<file path="src/rtl/fp_op_arbiter.sv">
// Round-robin front end that shares one fixed-latency FP operator between NREQ requesters.
// A tag pipe follows each issued operation so its result returns to the requester that issued it.
module fp_op_arbiter #(
    parameter int NX   = 8,
    parameter int NM   = 23,
    parameter int NREQ = 4,
    parameter int LAT  = 3
) (
    input  logic                  clk,
    input  logic                  rst,
    input  logic                  flush,
    input  logic [NREQ-1:0]       req_valid,
    output logic [NREQ-1:0]       req_ready,
    input  logic [NREQ*(NX+NM+1)-1:0] req_a,
    input  logic [NREQ*(NX+NM+1)-1:0] req_b,
    output logic                  fpu_valid,
    output logic [NX+NM:0]        fpu_a,
    output logic [NX+NM:0]        fpu_b,
    input  logic [NX+NM:0]        fpu_res,
    output logic [NREQ-1:0]       rsp_valid,
    output logic [NX+NM:0]        rsp_data,
    output logic                  busy
);
    localparam int N  = NX + NM + 1;
    localparam int OW = $clog2(NREQ);

    logic [OW-1:0]   rr_q, rr_d;
    logic            fpu_valid_q, fpu_valid_d;
    logic [N-1:0]    fpu_a_q, fpu_a_d;
    logic [N-1:0]    fpu_b_q, fpu_b_d;
    logic [NREQ-1:0] rsp_valid_q, rsp_valid_d;
    logic [N-1:0]    rsp_data_q, rsp_data_d;
    logic [LAT:0]    tag_vld_q, tag_vld_d;
    logic [OW-1:0]   tag_own_q [0:LAT];
    logic [OW-1:0]   tag_own_d [0:LAT];

    logic            found;
    logic            hs;
    logic [OW-1:0]   gnt_idx;
    logic [NREQ-1:0] grant;
    logic [N-1:0]    sel_a, sel_b;

    // Rotating priority scan starting at the round-robin pointer.
    always_comb begin
        int idx;
        found   = 1'b0;
        gnt_idx = '0;
        idx     = 0;
        for (int k = 0; k < NREQ; k++) begin
            idx = int'(rr_q) + k;
            if (idx >= NREQ) begin
                idx = idx - NREQ;
            end
            if (!found && req_valid[OW'(idx)]) begin
                found   = 1'b1;
                gnt_idx = OW'(idx);
            end
        end
        hs    = found && !flush && !rst;
        grant = '0;
        if (hs) begin
            grant[gnt_idx] = 1'b1;
        end
        sel_a = req_a[int'(gnt_idx)*N +: N];
        sel_b = req_b[int'(gnt_idx)*N +: N];
    end

    always_comb begin
        rr_d        = rr_q;
        fpu_valid_d = hs;
        fpu_a_d     = fpu_a_q;
        fpu_b_d     = fpu_b_q;
        if (hs) begin
            rr_d    = (gnt_idx == OW'(NREQ - 1)) ? '0 : gnt_idx + OW'(1);
            fpu_a_d = sel_a;
            fpu_b_d = sel_b;
        end

        tag_vld_d[0] = hs;
        tag_own_d[0] = gnt_idx;
        for (int k = 1; k <= LAT; k++) begin
            tag_vld_d[k] = tag_vld_q[k-1];
            tag_own_d[k] = tag_own_q[k-1];
        end
        if (flush) begin
            tag_vld_d = '0;
        end

        // The last tag stage lines up with the FP unit result for that operation.
        rsp_valid_d = '0;
        rsp_data_d  = rsp_data_q;
        if (tag_vld_q[LAT] && !flush) begin
            rsp_valid_d[tag_own_q[LAT]] = 1'b1;
            rsp_data_d                  = fpu_res;
        end
    end

    always_ff @(posedge clk or posedge rst) begin
        if (rst) begin
            rr_q        <= '0;
            fpu_valid_q <= 1'b0;
            fpu_a_q     <= '0;
            fpu_b_q     <= '0;
            rsp_valid_q <= '0;
            rsp_data_q  <= '0;
            tag_vld_q   <= '0;
            for (int k = 0; k <= LAT; k++) begin
                tag_own_q[k] <= '0;
            end
        end else begin
            rr_q        <= rr_d;
            fpu_valid_q <= fpu_valid_d;
            fpu_a_q     <= fpu_a_d;
            fpu_b_q     <= fpu_b_d;
            rsp_valid_q <= rsp_valid_d;
            rsp_data_q  <= rsp_data_d;
            tag_vld_q   <= tag_vld_d;
            for (int k = 0; k <= LAT; k++) begin
                tag_own_q[k] <= tag_own_d[k];
            end
        end
    end

    assign req_ready = grant;
    assign fpu_valid = fpu_valid_q;
    assign fpu_a     = fpu_a_q;
    assign fpu_b     = fpu_b_q;
    assign rsp_valid = rsp_valid_q;
    assign rsp_data  = rsp_data_q;
    assign busy      = |tag_vld_q;
endmodule

</file>
<file path="config.mk">
export PLATFORM = sky130hd
export DESIGN_NAME = fp_op_arbiter
export DESIGN_NICKNAME = d
export VERILOG_FILES = /design/src/rtl/fp_op_arbiter.sv
export SDC_FILE = /design/constraint.sdc
export NUM_CORES = 1
export LEC_CHECK = 0
export CAP_MARGIN = 10
export CORE_AREA = 5 5 154 156
export CTS_CLUSTER_SIZE = 12
export DETAILED_ROUTE_END_ITERATION = 7
export DIE_AREA = 0 0 159 161
export PLACE_DENSITY_LB_ADDON = 0.12
export RECOVER_POWER = 50
export SYNTH_ARGS = -nofsm -noshare
export SYNTH_HDL_FRONTEND = slang
export SYNTH_SLANG_ARGS = --single-unit
</file>
<file path="constraint.sdc">
create_clock -name clk -period 7.2 [get_ports clk]
set_input_delay 1.8 -clock clk [delete_from_list [all_inputs] [get_ports clk]]
set_output_delay 1.8 -clock clk [all_outputs]
set_load 0.1 [all_outputs]
</file>
==> results of run 1 <==
## power by group
| part | leakage (nW) | switching (mW) | internal (mW) |
|---|---|---|---|
| combinational | 2.95 | 1.92 | 0.755 |
| clock | 0.293 | 0.330 | 0.519 |
| sequential | 1.35 | 0.125 | 0.856 |
| total | 4.60 | 2.38 | 2.13 |
## cell usage in the layout, fill, tap and decap left out, types with 3 or more instances in the layout
cell,instances
sky130_fd_sc_hd__dfrtp_1,115
sky130_fd_sc_hd__nand2_1,6
sky130_fd_sc_hd__inv_1,5
sky130_fd_sc_hd__a21oi_1,64
sky130_fd_sc_hd__inv_6,5
sky130_fd_sc_hd__o2bb2ai_1,64
sky130_fd_sc_hd__diode_2,3
sky130_fd_sc_hd__clkbuf_16,17
sky130_fd_sc_hd__dlygate4sd3_1,6
sky130_fd_sc_hd__clkdlybuf4s50_1,390
sky130_fd_sc_hd__mux2i_1,129
sky130_fd_sc_hd__buf_4,7
sky130_fd_sc_hd__mux2_2,32
sky130_fd_sc_hd__nor2_1,3
sky130_fd_sc_hd__clkinv_4,3
sky130_fd_sc_hd__nor2b_1,5
## cell type report
type | count | area, um^2
Sequential cell | 115 | 2880
Fill cell | 2019 | 11500
Clock buffer | 17 | 425
Timing Repair Buffer | 407 | 4050
Clock inverter | 15 | 170
Tap cell | 285 | 357
Inverter | 6 | 23.8
Antenna cell | 3 | 7.51
Multi-Input combinational cell | 327 | 2800
## layer usage
metal	up-vias	global-route usage	wire (um)
li1	2620	-	-
met1	2664	0.189	8710
met2	262	0.313	12200
met3	31	0.0794	2220
met4	0	0.0620	638
met5	-	0	0
## worst register-to-register path, stage by stage (launching register included)
cell	delay, ps
sky130_fd_sc_hd__dfrtp_1	460
sky130_fd_sc_hd__mux2i_1	200
sky130_fd_sc_hd__o221ai_4	650
sky130_fd_sc_hd__buf_4	890
sky130_fd_sc_hd__mux2i_1	360
sky130_fd_sc_hd__o2bb2ai_1	190
sky130_fd_sc_hd__a21oi_1	230
## logic make-up after synthesis
| kind of cell | after synthesis |
|---|---|
| buffers and inverters | 45 |
| AO/OA/AOI/OAI | 137 |
| multiplexers | 161 |
| adder cells (fa/ha/maj) | 1 |
| AND/OR/NAND/NOR | 28 |
| flip-flops | 115 |
## path summary, 6_finish.rpt
path / startpoint / endpoint / slack (ps) / depth (start not counted)
max: req_valid[3] / fpu_b[16] / 1390 / 7
min: tag_own_d[3] / tag_own_d[1] / 350 / 0
max reg2reg: rr_q[1] / fpu_a[24] / 4160 / 6
min reg2reg: tag_own_d[3] / tag_own_d[1] / 350 / 0
max in group asynchronous: rst / rsp_data[6] / 2200 / 3
min in group asynchronous: rst / rr_q[1] / 2670 / 2
## state kept, by name, indices dropped and copies added (netlist names)
name and flops:
rsp_valid 4, tag_vld_q 4, fpu_valid 1, tag_own_d 6, rr_q 2, fpu_a 32
fpu_b 32, rsp_data 32, tag_own_q 2
## stage by stage
stage	setup WS [ps]	area (um^2)	power (mW)	hold WS, ps	std cells
2_1_floorplan	40.3	5920	2.94	331	487
3_3_place_gp	1550	10100	3.67	334	1140
3_5_place_dp	1490	10100	3.69	336	1140
4_1_cts	1480	10700	4.56	348	1172
5_1_grt	1090	10700	4.69	353	1175
6_report	1390	10700	4.51	346	1175
==> implementation parameters, run 1 <==
Parameter                              Value

Setup path
  Required time at the endpoint of the critical path ... 7530 ps
  Cell family contributing the most delay on the critical path ... buffers and inverters
  Data arrival time of the critical path ... 6150 ps
  Worst Setup End Kind ... register
  Slowest stage delay, CP ... 2430 ps
  Critical Path Fanout Max ... 66
  Cell-by-cell trace of the critical path ... dlygate4sd3_1 > nor4_1 > or3_1 > inv_1 > clkbuf_1 > o2bb2ai_1 > a21oi_1
  Slowest stage cell, crit path ... sky130_fd_sc_hd__clkbuf_1
  Critical Path Source Type ... primary input
  Buffers & Inverters on Critical Path ... 3
  Path type of the worst setup path ... primary input to register

Min path
  Class of the tightest hold or removal check ... register to register

Place
  Number of buffers inserted by port buffering ... 400
  GP Congestion ... 0.857
  Dpl hpwl ... ~18000 um

Layout
  Post-layout nets ... between 1000 and 1500
  Utilization after layout ... 0.482
  Synth-to-layout area growth ... 80.9%
  Share of final-layout standard cells stronger than drive strength 1 ... 0.0879

GRT
  Wire length of the first global-routing pass ... roughly 36000 um
  Pin count of the biggest net entering global routing ... between 60 and 70
  All-Layer GR Usage ... 0.177
  Via count of the first global-routing pass ... 6169
  Grt total ovfl ... 0
  Antenna violations before repair ... 3

Floorplan
  Std-Cell Core Area ... 0.0222 mm^2
  Height of the die ... 161 um
  Site Rows ... 55
  Horizontal die dimension ... 159 um
  Initial cell density of the core ... 0.266
  Area enclosed by the die boundary ... ~0.026 mm^2
  Number of primary I/O pins ... 401

Synth
  Synth Area in Simple Gates ... 0.0277
  Dominant combinational cell family by area after synthesis ... multiplexers
  Parity-gate share of the synthesized area counting xor and xnor cells ... 0
  Leading post-synthesis cells by instance count ... sky130_fd_sc_hd__mux2i_1 (129), sky130_fd_sc_hd__dfrtp_1 (115), sky130_fd_sc_hd__a21oi_1 (64), sky130_fd_sc_hd__o2bb2ai_1 (64), sky130_fd_sc_hd__mux2_2 (32)
  Flip-flop and latch count after synthesis ... 115
  Synthesized-area fraction occupied by ao, oa, aoi and oai cells ... 0.162
  Synth area leaders ... sky130_fd_sc_hd__dfrtp_1 (49%), sky130_fd_sc_hd__mux2i_1 (22%), sky130_fd_sc_hd__o2bb2ai_1 (9.5%), sky130_fd_sc_hd__mux2_2 (6.1%), sky130_fd_sc_hd__a21oi_1 (5.4%)
  Post-synthesis adder-cell area fraction ... 0.00211
  Share of synthesized flip-flops with an asynchronous set or reset ... 1.00
  Synthesized cell area ... 0.00592 mm^2
  Post-synthesis sequential area ratio ... 0.486
  Yosys warnings ... 0
  Share of Yosys cell area claimed by the top area cell type ... 0.486
  Mean instance size in the synthesized netlist ... 12.2 um^2
  Predominant post-synthesis flop cell ... sky130_fd_sc_hd__dfrtp_1
  Net Count, Synth ... 783
  Top cell type by total area after synthesis ... sky130_fd_sc_hd__dfrtp_1
  Most frequent cell after synthesis ... sky130_fd_sc_hd__mux2i_1
  Mux cell area share after synthesis ... 0.279
  Netlist cell types ... 35
  Count of flip-flops with a built-in enable after synthesis ... 0
  Gate count of the mapped netlist ... approximately 490

Timing
  Max-slew violation count ... between 150 and 200
  RSZ-0062 raised after global routing ... false
  Slew at the pin with the worst max-slew slack ... 3480 ps
  Achievable frequency ... 0.172 GHz
  Min cycle time layout ... 5810 ps
  Setup TNS ... 0 ps
  Normalized max-slew margin ... -1.32
  Period utilization ... 0.807
  Setup-violating endpoint count in the final report ... 0
  Maximum clock skew at final layout ... approximately 15 ps
  Number of hold violations in the final report ... 0

Clock network
  Buffer count from post-CTS setup fixing ... 0
  Cell at the root of the clock tree ... sky130_fd_sc_hd__clkbuf_16
  Clk sink count ... 115
  Hold-fix buffers, CTS ... 0
  Worst-Skew Late Latency ... 420 ps
  TritonCTS clock tree ... yes
  Maximum root-to-sink buffer count ... 2
  Number of buffers inserted during clock tree synthesis ... 17
  Resized Gates After CTS ... 0
  Clock-pin slew on the worst setup and hold paths ... 70 ps
  H-Tree Depth ... 4

Status
  Status ... finished, violations left
  Violations in the final reports ... max-capacitance violations, max-slew violations

Power and ir drop
  PD cells ... 421 mW/mm^2
  Static Leakage ... 4.60 nW
  IR drop worst, VDD ... 0.178 mV

Job
  Maxcap violations ... 3

Detailed routing
  DRC Markers ... 0
  Initial DRT Pass Iterations ... 4
  DRT iter0 DRCs ... 189
  Via density ... 4.75
  Final routed wire length divided by cell count ... 20.2 um
  Remaining antenna violation count ... 0
  Routed wire length ... 23800 um
  Total via count in the routed design ... 5577
(Power assumes the default switching activity.)
==> inputs of run 2 (changes only) <==
--- a/config.mk
+++ b/config.mk
@@ -6,10 +6,10 @@
 export NUM_CORES = 1
 export LEC_CHECK = 0
 export CAP_MARGIN = 10
-export CORE_AREA = 5 5 154 156
+export CORE_AREA = 5 5 153 155
 export CTS_CLUSTER_SIZE = 12
 export DETAILED_ROUTE_END_ITERATION = 7
-export DIE_AREA = 0 0 159 161
+export DIE_AREA = 0 0 158 160
 export PLACE_DENSITY_LB_ADDON = 0.12
 export RECOVER_POWER = 50
 export SYNTH_ARGS = -nofsm -noshare
==> constraint.sdc (replaced) <==
create_clock -name clk -period 5.15 [get_ports clk]
set_input_delay 1.2875 -clock clk [delete_from_list [all_inputs] [get_ports clk]]
set_output_delay 1.2875 -clock clk [all_outputs]
set_load 0.1 [all_outputs]
==> run 2 against run 1 <==
The run still ends with max-capacitance violations, max-slew violations left. Count of clock-buffer cells in the layout unchanged. First-iteration DRC count shrank 8.5%. Design area rose by 0.34%. Critical path type is now primary input to primary output.
==> implementation parameters, run 2 (synthesis results as in run 1) <==
Parameter                              Value

Place
  GP Congestion ... 0.829
  Pre-CTS WS ... 681 ps
  Number of buffers inserted by port buffering ... 400
  Dpl hpwl ... approximately 18000 um

Clock network
  Buffer count from post-CTS setup fixing ... 0
  H-Tree Depth ... 4
  Maximum root-to-sink buffer count ... 2
  TritonCTS clock tree ... yes
  Clock-pin slew on the worst setup and hold paths ... roughly 50 ps
  Resized Gates After CTS ... 0
  Worst-Skew Late Latency ... 410 ps
  Clk sink count ... 115
  Cell at the root of the clock tree ... sky130_fd_sc_hd__clkbuf_16
  Number of buffers inserted during clock tree synthesis ... 17
  Hold-fix buffers, CTS ... 0

Detailed routing
  DRC Markers ... 0
  Via density ... 4.69
  Remaining antenna violation count ... 0
  Routed wire length ... approximately 23000 um
  Final routed wire length divided by cell count ... 20.0 um
  Initial DRT Pass Iterations ... 4
  DRT iter0 DRCs ... around 170
  Total via count in the routed design ... 5490

Setup path
  Slowest stage delay, CP ... 700 ps
  Cell family contributing the most delay on the critical path ... buffers and inverters
  Worst Setup End Kind ... primary output
  Required time at the endpoint of the critical path ... 3860 ps
  Reg2reg end ... rsp_data[9]
  Data arrival time of the critical path ... 3330 ps
  Start point of the critical path ... req_valid[3]
  Slack of the worst reg-to-reg path ... 1980 ps
  Critical Path Source Type ... primary input
  Slowest stage cell, crit path ... sky130_fd_sc_hd__dlygate4sd3_1
  R2R depth ... 2
  Critical Path Fanout Max ... 7
  Buffers & Inverters on Critical Path ... 3
  Startpoint of the lowest-slack register-to-register path ... tag_vld_q[3]
  Path type of the worst setup path ... primary input to primary output
  Cell-by-cell trace of the critical path ... dlygate4sd3_1 > nor4_1 > or3_1 > inv_1 > o311a_2 > nor2b_1 > buf_12

Timing
  Slew at the pin with the worst max-slew slack ... 2960 ps
  Setup WS post-layout ... 532 ps
  Setup-violating endpoint count in the final report ... 0
  Setup TNS ... 0 ps
  Normalized max-slew margin ... -0.977
  RSZ-0062 raised after global routing ... false
  Achievable frequency ... 0.217 GHz
  Maximum clock skew at final layout ... 8.55 ps
  Period utilization ... 0.897
  Max-slew violation count ... 156
  Min cycle time layout ... 4620 ps
  Number of hold violations in the final report ... 0

Layout
  Most common library cell in the layout ignoring fill and taps ... sky130_fd_sc_hd__clkdlybuf4s50_1
  Leading cell types in the layout, fill and taps excluded ... sky130_fd_sc_hd__clkdlybuf4s50_1 (390), sky130_fd_sc_hd__mux2i_1 (129), sky130_fd_sc_hd__dfrtp_1 (115), sky130_fd_sc_hd__o2bb2ai_1 (64), sky130_fd_sc_hd__a21oi_1 (64)
  Share of final-layout standard cells stronger than drive strength 1 ... 0.0923
  Post-layout nets ... 1171
  Synth-to-layout area growth ... 81.5%

Power and ir drop
  Static Leakage ... 4.62 nW
  PD cells ... 586 mW/mm^2
  IR drop worst, VDD ... roughly 0.24 mV

Job
  Maxcap violations ... 3

Min path
  WHS Path Cells ... 0
  Worst hold path startpoint ... tag_own_d[0]
  Worst Hold Endpoint ... tag_own_q[0]
  Class of the tightest hold or removal check ... register to register

GRT
  Via count of the first global-routing pass ... approximately 6200
  Wire length of the first global-routing pass ... between 30000 and 40000 um
  All-Layer GR Usage ... 0.176
  Antenna violations before repair ... 3
  Grt total ovfl ... 0
  Pin count of the biggest net entering global routing ... 67

Floorplan
  Horizontal die dimension ... 158 um
  Site Rows ... 54
  Height of the die ... 160 um
  Area enclosed by the die boundary ... 0.0253 mm^2
  Std-Cell Core Area ... 0.0217 mm^2
  Initial cell density of the core ... 0.273
  Number of primary I/O pins ... 401

Status
  Status ... finished, violations left
  Violations in the final reports ... max-capacitance violations, max-slew violations
## run 2: changes by cell type in the layout (fill, tap and decap cells not counted), sizes merged
cell      delta
buf          +1
clkinv       +1
clkinvlp     -1
diode        -1
## run 2: layer usage
layer / global-route usage / vias up / wire length [um]
met2: 0.324 / 260 / 12300
met4: 0.0593 / 2 / 422
li1: - / 2625 / -
met5: 0 / - / 13
met3: 0.0690 / 28 / 2440
met1: 0.179 / 2575 / 8150
## run 2: metrics by stage
step / instance area [um^2] / hold slack [ps] / power, mW / utilization / cells
6_report: 10700 / 347 / 6.29 / 0.496 / 1170
5_1_grt: 10700 / 357 / 6.55 / 0.496 / 1170
4_1_cts: 10800 / 350 / 6.38 / 0.496 / 1168
3_5_place_dp: 10200 / 337 / 5.15 / 0.469 / 1136
3_3_place_gp: 10200 / 332 / 5.12 / 0.469 / 1136
2_1_floorplan: 5930 / 331 / 4.11 / - / 487
## run 2: final cells by class
cell class              count  area (um^2)
clock buffers              17          425
repair buffers            408         4080
clock inverters            15          171
well taps                 280          350
fillers                  1926        10900
flip-flops and latches    115         2880
diodes                      2         5.00
multi-input cells         327         2810
inverters                   6         23.8
## run 2: power breakdown
part           switching, mW  internal [mW]  leakage, nW  total, mW
sequential             0.171           1.20         1.35       1.37
clock                  0.462          0.727        0.297       1.19
combinational           2.68           1.05         2.97       3.74
## run 2: worst register-to-register path, cell delays in order, from the launching register on
cell                      delay, ps
sky130_fd_sc_hd__dfrtp_1        350
sky130_fd_sc_hd__nor2b_1       2200
sky130_fd_sc_hd__mux2_2         500
## run 2: how the worst max path moves through the flow
stage	slack (ps)	to	cells after the start
after global routing	490	req_ready[2]	7
after floorplan	130	req_ready[2]	7
after global placement	690	req_ready[2]	7
after detailed placement	680	req_ready[2]	7
after CTS	650	req_ready[2]	7
final	530	req_ready[2]	7
==> inputs of run 3 (changes only) <==
--- a/config.mk
+++ b/config.mk
@@ -6,10 +6,11 @@
 export NUM_CORES = 1
 export LEC_CHECK = 0
 export CAP_MARGIN = 10
-export CORE_AREA = 5 5 153 155
+export CORE_AREA = 5 5 154 156
 export CTS_CLUSTER_SIZE = 12
 export DETAILED_ROUTE_END_ITERATION = 7
-export DIE_AREA = 0 0 158 160
+export DIE_AREA = 0 0 159 161
+export GPL_TIMING_DRIVEN = 0
 export PLACE_DENSITY_LB_ADDON = 0.12
 export RECOVER_POWER = 50
 export SYNTH_ARGS = -nofsm -noshare
==> constraint.sdc (replaced) <==
create_clock -name clk -period 5.4 [get_ports clk]
set_input_delay 1.35 -clock clk [delete_from_list [all_inputs] [get_ports clk]]
set_output_delay 1.35 -clock clk [all_outputs]
set_load 0.1 [all_outputs]
==> run 3 against run 2 <==
The flow still finishes with violations (max-capacitance violations, max-slew violations). Sequential power down 5%. Die area increased by 1.3%. Design area increased by 1.1%. Power decreased by 3.7%. Critical path type unchanged.
==> implementation parameters, run 3 (synthesis results as in run 1) <==
Parameter                              Value

Status
  Status ... finished, violations left
  Violations in the final reports ... max-capacitance violations, max-slew violations

Timing
  Number of hold violations in the final report ... 0
  Max-slew violation count ... 88
  Maximum clock skew at final layout ... 11.3 ps
  Setup-violating endpoint count in the final report ... 0
  RSZ-0062 raised after global routing ... false
  Normalized max-slew margin ... -0.536
  Setup TNS ... 0 ps
  Achievable frequency ... approximately 0.19 GHz
  Period utilization ... 0.980
  Min cycle time layout ... 5290 ps
  Slew at the pin with the worst max-slew slack ... 2300 ps

Clock network
  Cell at the root of the clock tree ... sky130_fd_sc_hd__clkbuf_16
  Worst-Skew Late Latency ... 420 ps
  Resized Gates After CTS ... 8
  Maximum root-to-sink buffer count ... 2
  H-Tree Depth ... 4
  Number of buffers inserted during clock tree synthesis ... 17
  Clk sink count ... approximately 120
  TritonCTS clock tree ... yes
  Hold-fix buffers, CTS ... 0
  Buffer count from post-CTS setup fixing ... 0
  Clock-pin slew on the worst setup and hold paths ... approximately 60 ps

Setup path
  Slowest stage cell, crit path ... sky130_fd_sc_hd__clkdlybuf4s50_1
  Path type of the worst setup path ... primary input to primary output
  Data arrival time of the critical path ... 3940 ps
  Cell-by-cell trace of the critical path ... clkdlybuf4s50_1 > nand2_1 > and3_1 > o31a_1 > nor3_1 > clkdlybuf4s50_1
  Cell repeated most along the worst path ... sky130_fd_sc_hd__clkdlybuf4s50_1
  Slowest stage delay, CP ... around 1200 ps
  Critical Path Fanout Max ... 6
  Required time at the endpoint of the critical path ... 4050 ps
  Worst Setup End Kind ... primary output
  Critical Path Source Type ... primary input

Power and ir drop
  Static Leakage ... 4.69 nW
  PD cells ... between 500 and 600 mW/mm^2
  IR drop worst, VDD ... approximately 0.27 mV

GRT
  Pin count of the biggest net entering global routing ... 88
  All-Layer GR Usage ... 0.189
  Grt total ovfl ... 0
  Antenna violations before repair ... 0
  Wire length of the first global-routing pass ... 37300 um
  Via count of the first global-routing pass ... about 6100

Place
  GP Congestion ... between 0.7 and 0.8
  Dpl hpwl ... 19800 um
  Number of buffers inserted by port buffering ... 400

Floorplan
  Std-Cell Core Area ... 0.0222 mm^2
  Area enclosed by the die boundary ... 0.0256 mm^2
  Horizontal die dimension ... 159 um
  Initial cell density of the core ... 0.266
  Site Rows ... 55
  Height of the die ... 161 um
  Number of primary I/O pins ... 401

Layout
  Post-layout nets ... around 1200
  Most common library cell in the layout ignoring fill and taps ... sky130_fd_sc_hd__clkdlybuf4s50_1
  Share of final-layout standard cells stronger than drive strength 1 ... 0.107
  Utilization after layout ... 0.489
  Synth-to-layout area growth ... 83.6%
  Leading cell types in the layout, fill and taps excluded ... sky130_fd_sc_hd__clkdlybuf4s50_1 (395), sky130_fd_sc_hd__mux2i_1 (129), sky130_fd_sc_hd__dfrtp_1 (115), sky130_fd_sc_hd__o2bb2ai_1 (64), sky130_fd_sc_hd__a21oi_1 (64)
  Diode count ... 0

Detailed routing
  Initial DRT Pass Iterations ... 6
  Remaining antenna violation count ... 0
  DRC Markers ... 0
  Total via count in the routed design ... approximately 5600
  DRT iter0 DRCs ... 150
  Final routed wire length divided by cell count ... 20.8 um
  Routed wire length ... 25100 um
  Via density ... 4.65

Job
  Maxcap violations ... 1

Min path
  Class of the tightest hold or removal check ... register to register
==> run 3: cell types whose count changed in the layout (fill, tap and decap cells not counted), sizes merged <==
cell	before	now
clkbuf	20	28
clkinvlp	1	3
buf	9	30
clkdlybuf4s50	390	395
clkdlybuf4s15	0	1
diode	2	0
clkinv	6	2
dlygate4sd3	6	2
dlygate4sd2	0	1
bufinv	2	1
inv	12	15
==> run 3: worst max-delay path, delay by kind of cell <==
family | cells | cell delay, ps
AND/OR/NAND/NOR | 3 | 470
buffers and inverters | 2 | 1750
AO/OA/AOI/OAI | 1 | 370
==> run 3: stage by stage <==
stage                     setup WS [ps]  cells  total power [mW]  hold WS [ps]  instance area, um^2
after floorplan                    21.0    487              3.92           331                 5930
after detailed placement           -569   1173              4.98           336                10300
final                               108   1205              6.06           348                10900
after global placement            -1210   1172              4.97           333                10300
after global routing               2.54   1205              6.32           354                10900
after CTS                          5.83   1205              6.13           350                10900
==> run 3: cell type report <==
cell class / count / area (um^2)
Clock inverter: 15 / 160
Clock buffer: 17 / 425
Fill cell: 2133 / 11400
Timing Repair Buffer: 401 / 4000
Tap cell: 285 / 357
Buffer: 39 / 230
Sequential cell: 115 / 2880
Multi-Input combinational cell: 327 / 2790
Inverter: 6 / 23.8
==> run 3: path summary, 6_finish.rpt <==
kind	end	depth (start not counted)	start	slack, ps
hold / removal	tag_own_d[1]	0	tag_own_d[3]	350
hold reg to reg	tag_own_d[1]	0	tag_own_d[3]	350
max in group asynchronous	fpu_a[5]	3	rst	850
setup / recovery	req_ready[0]	6	req_valid[0]	110
setup reg to reg	fpu_a[16]	6	rr_q[1]	2710
min in group asynchronous	fpu_a[26]	2	rst	1740
==> run 3: layer usage <==
layer,global-route usage,vias to the layer above,routed length (um)
met5,0,-,0
met1,0.217,2637,9920
li1,-,2686,-
met2,0.328,252,12600
met4,0.0551,0,441
met3,0.0725,26,2170
==> run 3: power by group <==
| group | internal [mW] | switching, mW | total (mW) |
|---|---|---|---|
| sequential | 1.14 | 0.160 | 1.30 |
| clock | 0.655 | 0.475 | 1.13 |
| combinational | 1.03 | 2.60 | 3.63 |
| total | 2.82 | 3.23 | 6.06 |
